==> src/rtl/rs_integer_station_if.sv <==
// rtl/rs_integer_station_if.sv - dispatch, CDB and ALU-issue signal bundle for the integer reservation station
interface rs_integer_station_if #(
    parameter int TAG_W = 6
);
    logic             dispatch_en;
    logic [75:0]      dispatch_data;
    logic             rs_is_full;
    logic             cdb_valid;
    logic [TAG_W-1:0] cdb_tag;
    logic [31:0]      cdb_value;
    logic             alu_ready;
    logic             issue_valid;
    logic [3:0]       issue_op;
    logic [TAG_W-1:0] issue_tag;
    logic [31:0]      issue_src1;
    logic [31:0]      issue_src2;

    modport master (
        output dispatch_en, dispatch_data, cdb_valid, cdb_tag, cdb_value, alu_ready,
        input  rs_is_full, issue_valid, issue_op, issue_tag, issue_src1, issue_src2
    );

    modport slave (
        input  dispatch_en, dispatch_data, cdb_valid, cdb_tag, cdb_value, alu_ready,
        output rs_is_full, issue_valid, issue_op, issue_tag, issue_src1, issue_src2
    );
endinterface

==> src/rtl/rs_integer_station.sv <==
// rtl/rs_integer_station.sv - integer reservation station with CDB wakeup and registered ALU issue
// Optional macro RS_OLDEST_FIRST_EN: age-matrix oldest-ready select instead of lowest index.
module rs_integer_station #(
    parameter int DEPTH = 4,
    parameter int TAG_W = 6
) (
    input  logic                clk,
    input  logic                reset,
    input  logic                flush,
    rs_integer_station_if.slave bus
);
    localparam int IW = $clog2(DEPTH);

    logic [DEPTH-1:0] busy_q, busy_d, v1_q, v1_d, v2_q, v2_d;
    logic [3:0]       op_q   [DEPTH];
    logic [3:0]       op_d   [DEPTH];
    logic [TAG_W-1:0] dtag_q [DEPTH];
    logic [TAG_W-1:0] dtag_d [DEPTH];
    logic [31:0]      src1_q [DEPTH];
    logic [31:0]      src1_d [DEPTH];
    logic [31:0]      src2_q [DEPTH];
    logic [31:0]      src2_d [DEPTH];

    logic             iv_q, iv_d;
    logic [3:0]       iop_q, iop_d;
    logic [TAG_W-1:0] itag_q, itag_d;
    logic [31:0]      is1_q, is1_d, is2_q, is2_d;

    logic [DEPTH-1:0] ready, cand;
    logic             full, ins_en, load, sel_any;
    logic [IW-1:0]    ins_idx, sel_idx;

    logic [3:0]       pk_op;
    logic [TAG_W-1:0] pk_tag;
    logic             pk_v1, pk_v2, byp1, byp2;
    logic [31:0]      pk_s1, pk_s2;

    assign pk_op  = bus.dispatch_data[75:72];
    assign pk_tag = TAG_W'(bus.dispatch_data[71:66]);
    assign pk_v1  = bus.dispatch_data[65];
    assign pk_s1  = bus.dispatch_data[64:33];
    assign pk_v2  = bus.dispatch_data[32];
    assign pk_s2  = bus.dispatch_data[31:0];
    // A pending operand's producer tag lives in the low bits of its operand field.
    assign byp1 = !pk_v1 && bus.cdb_valid && (bus.cdb_tag == TAG_W'(pk_s1[5:0]));
    assign byp2 = !pk_v2 && bus.cdb_valid && (bus.cdb_tag == TAG_W'(pk_s2[5:0]));

    assign ready   = busy_q & v1_q & v2_q;
    assign full    = &busy_q;
    assign ins_en  = bus.dispatch_en && !full;
    assign load    = !iv_q || bus.alu_ready;
    assign sel_any = |cand;

`ifdef RS_OLDEST_FIRST_EN
    // age_q[r][c] set means entry r was inserted before entry c.
    logic [DEPTH-1:0] age_q [DEPTH];
    logic [DEPTH-1:0] age_d [DEPTH];

    always_comb begin
        for (int i = 0; i < DEPTH; i++) begin
            cand[i] = ready[i];
            for (int j = 0; j < DEPTH; j++) begin
                if (ready[j] && age_q[j][i]) cand[i] = 1'b0;
            end
        end
    end

    always_comb begin
        age_d = age_q;
        if (flush) begin
            for (int i = 0; i < DEPTH; i++) age_d[i] = '0;
        end else begin
            if (load && sel_any) begin
                for (int j = 0; j < DEPTH; j++) begin
                    age_d[sel_idx][j] = 1'b0;
                    age_d[j][sel_idx] = 1'b0;
                end
            end
            if (ins_en) begin
                for (int j = 0; j < DEPTH; j++) begin
                    age_d[ins_idx][j] = 1'b0;
                    age_d[j][ins_idx] = (IW'(j) != ins_idx);
                end
            end
        end
    end

    always_ff @(posedge clk or posedge reset) begin
        if (reset) begin
            for (int i = 0; i < DEPTH; i++) age_q[i] <= '0;
        end else begin
            age_q <= age_d;
        end
    end
`else
    assign cand = ready;
`endif

    always_comb begin
        ins_idx = '0;
        sel_idx = '0;
        for (int i = DEPTH - 1; i >= 0; i--) begin
            if (!busy_q[i]) ins_idx = IW'(i);
            if (cand[i])    sel_idx = IW'(i);
        end
    end

    always_comb begin
        busy_d = busy_q;
        v1_d   = v1_q;
        v2_d   = v2_q;
        op_d   = op_q;
        dtag_d = dtag_q;
        src1_d = src1_q;
        src2_d = src2_q;
        iv_d   = iv_q;
        iop_d  = iop_q;
        itag_d = itag_q;
        is1_d  = is1_q;
        is2_d  = is2_q;

        if (bus.cdb_valid) begin
            for (int i = 0; i < DEPTH; i++) begin
                if (busy_q[i] && !v1_q[i] && (TAG_W'(src1_q[i][5:0]) == bus.cdb_tag)) begin
                    v1_d[i]   = 1'b1;
                    src1_d[i] = bus.cdb_value;
                end
                if (busy_q[i] && !v2_q[i] && (TAG_W'(src2_q[i][5:0]) == bus.cdb_tag)) begin
                    v2_d[i]   = 1'b1;
                    src2_d[i] = bus.cdb_value;
                end
            end
        end

        if (load) begin
            iv_d = sel_any;
            if (sel_any) begin
                iop_d           = op_q[sel_idx];
                itag_d          = dtag_q[sel_idx];
                is1_d           = src1_q[sel_idx];
                is2_d           = src2_q[sel_idx];
                busy_d[sel_idx] = 1'b0;
            end
        end

        if (ins_en) begin
            busy_d[ins_idx] = 1'b1;
            op_d[ins_idx]   = pk_op;
            dtag_d[ins_idx] = pk_tag;
            v1_d[ins_idx]   = pk_v1 || byp1;
            v2_d[ins_idx]   = pk_v2 || byp2;
            src1_d[ins_idx] = byp1 ? bus.cdb_value : pk_s1;
            src2_d[ins_idx] = byp2 ? bus.cdb_value : pk_s2;
        end

        if (flush) begin
            busy_d = '0;
            iv_d   = 1'b0;
        end
    end

    always_ff @(posedge clk or posedge reset) begin
        if (reset) begin
            busy_q <= '0;
            v1_q   <= '0;
            v2_q   <= '0;
            for (int i = 0; i < DEPTH; i++) begin
                op_q[i]   <= '0;
                dtag_q[i] <= '0;
                src1_q[i] <= '0;
                src2_q[i] <= '0;
            end
            iv_q   <= 1'b0;
            iop_q  <= '0;
            itag_q <= '0;
            is1_q  <= '0;
            is2_q  <= '0;
        end else begin
            busy_q <= busy_d;
            v1_q   <= v1_d;
            v2_q   <= v2_d;
            op_q   <= op_d;
            dtag_q <= dtag_d;
            src1_q <= src1_d;
            src2_q <= src2_d;
            iv_q   <= iv_d;
            iop_q  <= iop_d;
            itag_q <= itag_d;
            is1_q  <= is1_d;
            is2_q  <= is2_d;
        end
    end

    assign bus.rs_is_full  = full;
    assign bus.issue_valid = iv_q;
    assign bus.issue_op    = iop_q;
    assign bus.issue_tag   = itag_q;
    assign bus.issue_src1  = is1_q;
    assign bus.issue_src2  = is2_q;
endmodule

==> src/flat_wrapper.sv <==
// flat-port wrapper written by rule: the top's interface ports become plain ports
module rs_integer_station_flat 
#(
    parameter int DEPTH = 4,
    parameter int TAG_W = 6
)
  (clk, reset, flush, bus_dispatch_en, bus_dispatch_data, bus_cdb_valid, bus_cdb_tag, bus_cdb_value, bus_alu_ready, bus_rs_is_full, bus_issue_valid, bus_issue_op, bus_issue_tag, bus_issue_src1, bus_issue_src2);
  rs_integer_station_if #(.TAG_W(TAG_W)) bus_i ();
  input  logic clk;
  input  logic reset;
  input  logic flush;
  input wire logic [$bits(bus_i.dispatch_en)-1:0] bus_dispatch_en;
  input wire logic [$bits(bus_i.dispatch_data)-1:0] bus_dispatch_data;
  input wire logic [$bits(bus_i.cdb_valid)-1:0] bus_cdb_valid;
  input wire logic [$bits(bus_i.cdb_tag)-1:0] bus_cdb_tag;
  input wire logic [$bits(bus_i.cdb_value)-1:0] bus_cdb_value;
  input wire logic [$bits(bus_i.alu_ready)-1:0] bus_alu_ready;
  output wire logic [$bits(bus_i.rs_is_full)-1:0] bus_rs_is_full;
  output wire logic [$bits(bus_i.issue_valid)-1:0] bus_issue_valid;
  output wire logic [$bits(bus_i.issue_op)-1:0] bus_issue_op;
  output wire logic [$bits(bus_i.issue_tag)-1:0] bus_issue_tag;
  output wire logic [$bits(bus_i.issue_src1)-1:0] bus_issue_src1;
  output wire logic [$bits(bus_i.issue_src2)-1:0] bus_issue_src2;
  assign bus_i.dispatch_en = bus_dispatch_en;
  assign bus_i.dispatch_data = bus_dispatch_data;
  assign bus_i.cdb_valid = bus_cdb_valid;
  assign bus_i.cdb_tag = bus_cdb_tag;
  assign bus_i.cdb_value = bus_cdb_value;
  assign bus_i.alu_ready = bus_alu_ready;
  assign bus_rs_is_full = bus_i.rs_is_full;
  assign bus_issue_valid = bus_i.issue_valid;
  assign bus_issue_op = bus_i.issue_op;
  assign bus_issue_tag = bus_i.issue_tag;
  assign bus_issue_src1 = bus_i.issue_src1;
  assign bus_issue_src2 = bus_i.issue_src2;
  rs_integer_station #(.DEPTH(DEPTH), .TAG_W(TAG_W)) u_core (.clk(clk), .reset(reset), .flush(flush), .bus(bus_i));
endmodule
==> config.mk <==
export PLATFORM = sky130hd
export DESIGN_NAME = rs_integer_station_flat
export DESIGN_NICKNAME = d
export VERILOG_FILES = /design/src/rtl/rs_integer_station_if.sv /design/src/rtl/rs_integer_station.sv /design/src/flat_wrapper.sv
export SDC_FILE = /design/constraint.sdc
export NUM_CORES = 1
export LEC_CHECK = 0
export CAP_MARGIN = 20
export CORE_ASPECT_RATIO = 0.6
export CORE_MARGIN = 2
export CORE_UTILIZATION = 27
export CTS_BUF_LIST = sky130_fd_sc_hd__clkbuf_16
export CTS_CLUSTER_SIZE = 25
export DETAILED_ROUTE_END_ITERATION = 6
export HOLD_SLACK_MARGIN = 0.1
export PLACE_DENSITY_LB_ADDON = 0.25
export SETUP_SLACK_MARGIN = 0.05
export SLEW_MARGIN = 5
export SYNTH_ARGS = -nofsm -noshare
export SYNTH_HDL_FRONTEND = slang
export SYNTH_SLANG_ARGS = --single-unit
==> constraint.sdc <==
create_clock -name clk -period 16.7 [get_ports clk]
set_input_delay 3.34 -clock clk [delete_from_list [all_inputs] [get_ports clk]]
set_output_delay 3.34 -clock clk [all_outputs]
set_load 0.005 [all_outputs]
==> results of run 1 <==
## per-stage QoR
step / area, sq um / std cells / power (uW) / utilization [%] / hold WS [ns]
after global routing: 23460 / 3096 / 3280 / 33.43 / 0.4974
after detailed placement: 22000 / 3016 / 2172 / 31.34 / 0.4621
after floorplan: 19240 / 2072 / 1750 / - / 0.4455
after global placement: 21910 / 3012 / 2147 / 31.22 / 0.4571
final: 23470 / 3097 / 3119 / 33.43 / 0.4740
after CTS: 23360 / 3090 / 3139 / 33.27 / 0.4776
## per-layer routing
layer | GRT usage, % | share of wire, % | vias to the layer above
met5 | 0.2633 | 0.015 | -
met4 | 6.451 | 2.5 | 2
met3 | 5.460 | 8.6 | 124
met2 | 31.52 | 42 | 859
met1 | 32.26 | 47 | 8991
li1 | - | - | 7588
## how the worst max path moves through the flow
stage	from	endpoint	slack, ns	depth (start not counted)
detailed placement	bus_dispatch_en	u_core.src1_q[45]	9.93	5
global placement	bus_dispatch_en	u_core.src1_q[50]	10.03	5
finish	bus_cdb_tag[1]	u_core.src2_q[22]	10.51	7
CTS	bus_dispatch_en	u_core.src1_q[55]	10.54	5
global route	bus_cdb_tag[4]	u_core.src2_q[20]	10.43	7
floorplan	reset	u_core.bus.issue_op[0]	2.72	1
## area by class of cell
class	instances	area share, %
timing repair buffer	239	10.26
sequential	383	40.84
multi-input combinational	1442	37.62
inverter	33	0.5598
tap	924	4.927
antenna	2	0.02133
clock buffer	42	4.479
clock inverter	32	1.296
## state kept, by name, summed over array words and instances, names as in the netlist, 6 cells and up
signal                 flops
u_core.bus.issue_src2     32
u_core.src1_q            128
u_core.bus.issue_src1     32
u_core.dtag_q             24
u_core.op_q               16
u_core.bus.issue_tag       6
u_core.src2_q            128
## critical path: stages
cell and delay, ns:
clkdlybuf4s50_1 0.76, xor2_1 0.28, or3_1 0.49, nor4_4 0.17
buf_4 0.52, a21o_2 0.82, a21oi_1 0.19
## power breakdown
group	leakage, uW	switching [uW]	internal (uW)
sequential	0.00455	186	1170
clock	0.000707	407	549
combinational	0.00398	371	432
total	0.00923	963	2160
## kinds of logic after synthesis
kind of cell / count (synthesis) / share of synthesized area, %
flip-flops: 383 / 49.80
buffers and inverters: 247 / 5.761
AND/OR/NAND/NOR: 591 / 13.36
AO/OA/AOI/OAI: 780 / 27.59
XOR/XNOR: 61 / 2.893
multiplexers: 10 / 0.5852
## placed cells by master (no fill, tap or decap), drive strengths merged, types with 11 or more instances in the layout
master,count
o221a,64
o22a,106
dfrtp,383
a31oi,76
clkdlybuf4s50,195
clkinv,12
inv,47
buf,44
xor2,15
nand2b,35
o32ai,32
nand4,12
nor2,218
clkbuf,42
nand2,248
xnor2,46
nand3,11
a21oi,315
or2,33
o22ai,128
o21a,32
o21ai,16
==> results.toml, run 1 <==
[logic_synthesis]
synthArstFlopShare_pct = 100.0
ys_types = 51
postSynthAreaPerCell_sq_um = 9.287
synth_area_leaders = "dfrtp_1 (50%), a21oi_1 (7.3%), o22a_1 (4.8%)"
synth-seq-cells = 383
synth_top_area_cell = "dfrtp_1"
ys.warnings.count = 0
synth_ff_type = "dfrtp_1"
synth_fp_nets = 2192
yosys.cell_count.top_type = "dfrtp_1"
synth-edff-count = 0
synth_common_cells = "dfrtp_1 (383), a21oi_1 (282), nand2_1 (247)"
yosysSeqAreaShare_pct = 49.80
syn_area_sq_um = 19240
postSynthCellCount = 2072
synthDominantCellAreaShare_pct = 49.80

[placed_design]
port_buffers = 195
hpwl_mm = 48.81
pre_cts_ws_ns = 9.930
gp_congestion = 0.8410

[die]
die_w_microns = 348.7
initial_core_util_pct = 27.42
core_sq_um = 70190
rows = 75
die_y_microns = 210.8
die_area_sq_um = 73490
io-pin-count = 196

[clocking]
cts_buffer_depth = 3
cts_sinks = 383
holdBufCountCts = 0
clk_pin_slew_ns = 0.06
htreeDepth = 2
cts_root_buf = "clkbuf_16"
post_cts_resized = 0
postCtsSetupBuffers = 0
clk_latency_ns = 0.59
cts_buffers = 42
tritoncts = "built"

[sta]
maxSlewViolCount = 0
hold_violations = 0
period_needed_ns = 6.188
tightest_slew_ns = 1.199
postLayoutSetupSlackWorst_ns = 10.51
min_period_over_period_pct = 37.05
rsz0062_at_grt = "false"
setup_tns_ns = 0
finClkSkew_ns = 0.02164
finalSetupViolations = 0
fmax_ghz = 0.1616
relSlewSlack_pct = 19.76

[worst_hold_path]
hold_path.startpoint = "u_core.dtag_q[2]"
hold_path_class = "reg -> reg"
min_to = "u_core.dtag_q[2]"
whs_path_depth = 2

[route]
viasPerCell = 5.671
drc = 0
drtAntennaViolNets = 0
routed_wl_mm = 82.14
detailroute.via_count = 17560
wire_per_inst_microns = 26.52
drtIter0Drc = 1923
drt_pre_antenna_iters = 6

[critical_path]
worstSetupPathType = "in -> reg"
rr_endpoint = "u_core.bus.issue_src1[10]"
critPathArrivalTime_ns = 6.60
end_kind = "flip-flop"
r2r_cells = 5
crit_fanout = 34
worst_setup_path_start_kind = "input pin"
regToRegSetupSlack_ns = 13.19
crit_required_ns = 17.12
worstReg2RegStart = "u_core.busy_q[0]"

[power]
peakVddDrop_mv = 0.06001
p_leak_uw = 0.009235
power_density_nw_per_um2 = 132.9

[finish]
area.sequential_sq_um = 9584
area_delta_synth_final_pct = 21.94
fin_nets = 2261
fillers = 7110
drive_above_1_share_pct = 12.85
multi_input_area_sq_um = 8827

[flow_run]
max_cap_violations = 0

[global_routing]
grt_pass1_vias = 17580
antenna_found_initial = 3
track_usage_pct = 21.94
grt_start_max_net_pins = 93
grt_pass1_wl_mm = 120.8
gr-total-overflow = 0

[run_status]
run_status = "finished, final reports clean"
(Power assumes the default switching activity.)
==> run 2: changes to the inputs <==
- clock period: 16.7 -> 6.1 ns (I/O delays scaled with it)
==> run 2 against run 1 <==
Compared with the run above: sequential share of layout area up 0.25 points; die area unchanged; flip-flop and latch count unchanged; worst setup slack worse by 8.4 ns; register-to-register slack worse by 11 ns; critical path depth unchanged; first-iteration DRC count up 20%; worst hold slack worse by 0.0014 ns; sequential power rose to 2.8 times the previous value; wire length up 1.3%; highest routed layer unchanged.
==> results.toml, run 2 (synthesized netlist as in run 1, its figures left out) <==
[critical_path]
max_stage_delay_ns = 0.88
crit_fanout = 18
worst_setup_path_start_kind = "input pin"
end_kind = "flip-flop"
critPathArrivalTime_ns = 4.48
worstSetupPathType = "in -> reg"
crit_required_ns = 6.58
path_cells = "clkdlybuf4s50_1 > xor2_1 > nor3_1 > nand4_1 > nand2_1 > buf_4 > o221a_2"
r2r_cells = 6
crit_path_top_delay_cell = "nand2_1"

[clocking]
clk_pin_slew_ns = 0.06
cts_buffers = 41
tritoncts = "built"
holdBufCountCts = 0
clk_latency_ns = 0.56
post_cts_resized = 0
postCtsSetupBuffers = 0
cts_sinks = 383
htreeDepth = 2
cts_buffer_depth = 3
cts_root_buf = "clkbuf_16"

[power]
power_density_nw_per_um2 = 362.2
pwr-share-seq_pct = 44.5
finalPower_uw = 8447
p_leak_uw = 0.009177
sw_frac_of_total_pct = 31.48
clkPwrFrac_pct = 29.6
p_switching_uw = 2659
peakVddDrop_mv = 0.1906
combPwrFrac_pct = 25.9
p_int_uw = 5788

[finish]
final_cell_mix = "dfrtp_1 (383), a21oi_1 (280), nand2_1 (247)"
drive_above_1_share_pct = 13.10
fin_nets = 2268
utilization_pct = 33.22
fin_cells = 3101
layout_commonest_cell = "dfrtp_1"
area_delta_synth_final_pct = 21.19
reg.largest.list = "u_core.src1_q: 128 flops, u_core.src2_q: 128 flops"

[global_routing]
gr-total-overflow = 0
grt_pass1_vias = 17630
antenna_found_initial = 3
grt_pass1_wl_mm = 121.3
grt_start_max_net_pins = 139
track_usage_pct = 22.05

[sta]
maxSlewViolCount = 0
rsz0062_at_grt = "false"
finClkSkew_ns = 0.03156
postLayoutSetupSlackWorst_ns = 2.098
finalSetupViolations = 0
relSlewSlack_pct = 25.20
period_needed_ns = 4.002
tightest_slew_ns = 1.122
hold_violations = 0
fmax_ghz = 0.2499
min_period_over_period_pct = 65.61

[placed_design]
pre_cts_ws_ns = 1.621
port_buffers = 195
dp.cells = 3028
gp_congestion = 0.8875
hpwl_mm = 50.95

[die]
die_y_microns = 210.8
die_area_sq_um = 73490
core_sq_um = 70190
initial_core_util_pct = 27.42
rows = 75
io-pin-count = 196
die_w_microns = 348.7

[route]
drc = 0
highest_layer = "met5"
wire_per_inst_microns = 26.83
drtIter0Drc = 2317
routed_wl_mm = 83.21
routed-wl-met2_mm = 34.63
drt_pre_antenna_iters = 6
drtAntennaViolNets = 0
viasPerCell = 5.740
met3WireLength_mm = 8.291
detailroute.via_count = 17800
routedLengthMet1_mm = 38.73

[run_status]
run_status = "finished, final reports clean"

[flow_run]
max_cap_violations = 0

[worst_hold_path]
hold_path_class = "reg -> reg"
whs_path_depth = 2
run 2: cell count changes in the layout (fill, tap and decap cells not counted), moves of 3 or more:
cell	delta
buf_12	+3
buf_16	-3
buf_4	+8
clkinv_1	+4
clkinv_4	+3
inv_1	-8
o21ai_2	+10
o21ai_4	-10
run 2: area by class of cell:
cell class,instances,area [sq um]
Sequential cell,383,9584
Tap cell,924,1156
Clock buffer,41,1026
Antenna cell,1,2.502
Multi-Input combinational cell,1442,8723
Inverter,33,127.6
Clock inverter,30,249.0
Timing Repair Buffer,247,2452
Fill cell,7207,46870
run 2: per-layer routing:
layer | track usage [%] | vias up
li1 | - | 7598
met3 | 4.526 | 126
met4 | 4.994 | 4
met2 | 31.62 | 1078
met1 | 33.66 | 8993
met5 | 0 | -
run 2: through the flow:
stage | setup TNS, ns | cell area, sq um | hold WS (ns)
6_report | 0 | 23320 | 0.4726
5_1_grt | 0 | 23320 | 0.4931
4_1_cts | 0 | 23300 | 0.4779
3_5_place_dp | 0 | 22020 | 0.4617
3_3_place_gp | 0 | 21940 | 0.4568
2_1_floorplan | -102.64 | 19250 | 0.4455
run 2: worst paths after layout:
| path | to | slack, ns | start |
|---|---|---|---|
| worst min-delay path | u_core.dtag_q[2] | 0.47 | u_core.dtag_q[2] |
| worst min register to register | u_core.dtag_q[2] | 0.47 | u_core.dtag_q[2] |
| max in group asynchronous | u_core.src2_q[85] | 3.53 | reset |
| min in group asynchronous | u_core.bus.issue_src1[8] | 1.25 | reset |
| worst max register to register | u_core.bus.issue_src1[17] | 2.55 | u_core.busy_q[1] |
| worst max-delay path | u_core.src1_q[8] | 2.10 | bus_cdb_tag[1] |
run 2: power by group through the flow:
stage	registers, uW	logic (uW)	clock network (uW)
2_1_floorplan	3600	1190	0
3_3_place_gp	3770	2130	0
3_5_place_dp	3780	2180	0
4_1_cts	3740	2190	2540
5_1_grt	3820	2370	2660
6_report	3760	2190	2500
run 2: critical path: cells and delay by family:
family | cells | cell delay, ns
AND/OR/NAND/NOR | 3 | 1.39
XOR/XNOR | 1 | 0.30
AO/OA/AOI/OAI | 1 | 0.25
buffers and inverters | 2 | 1.29
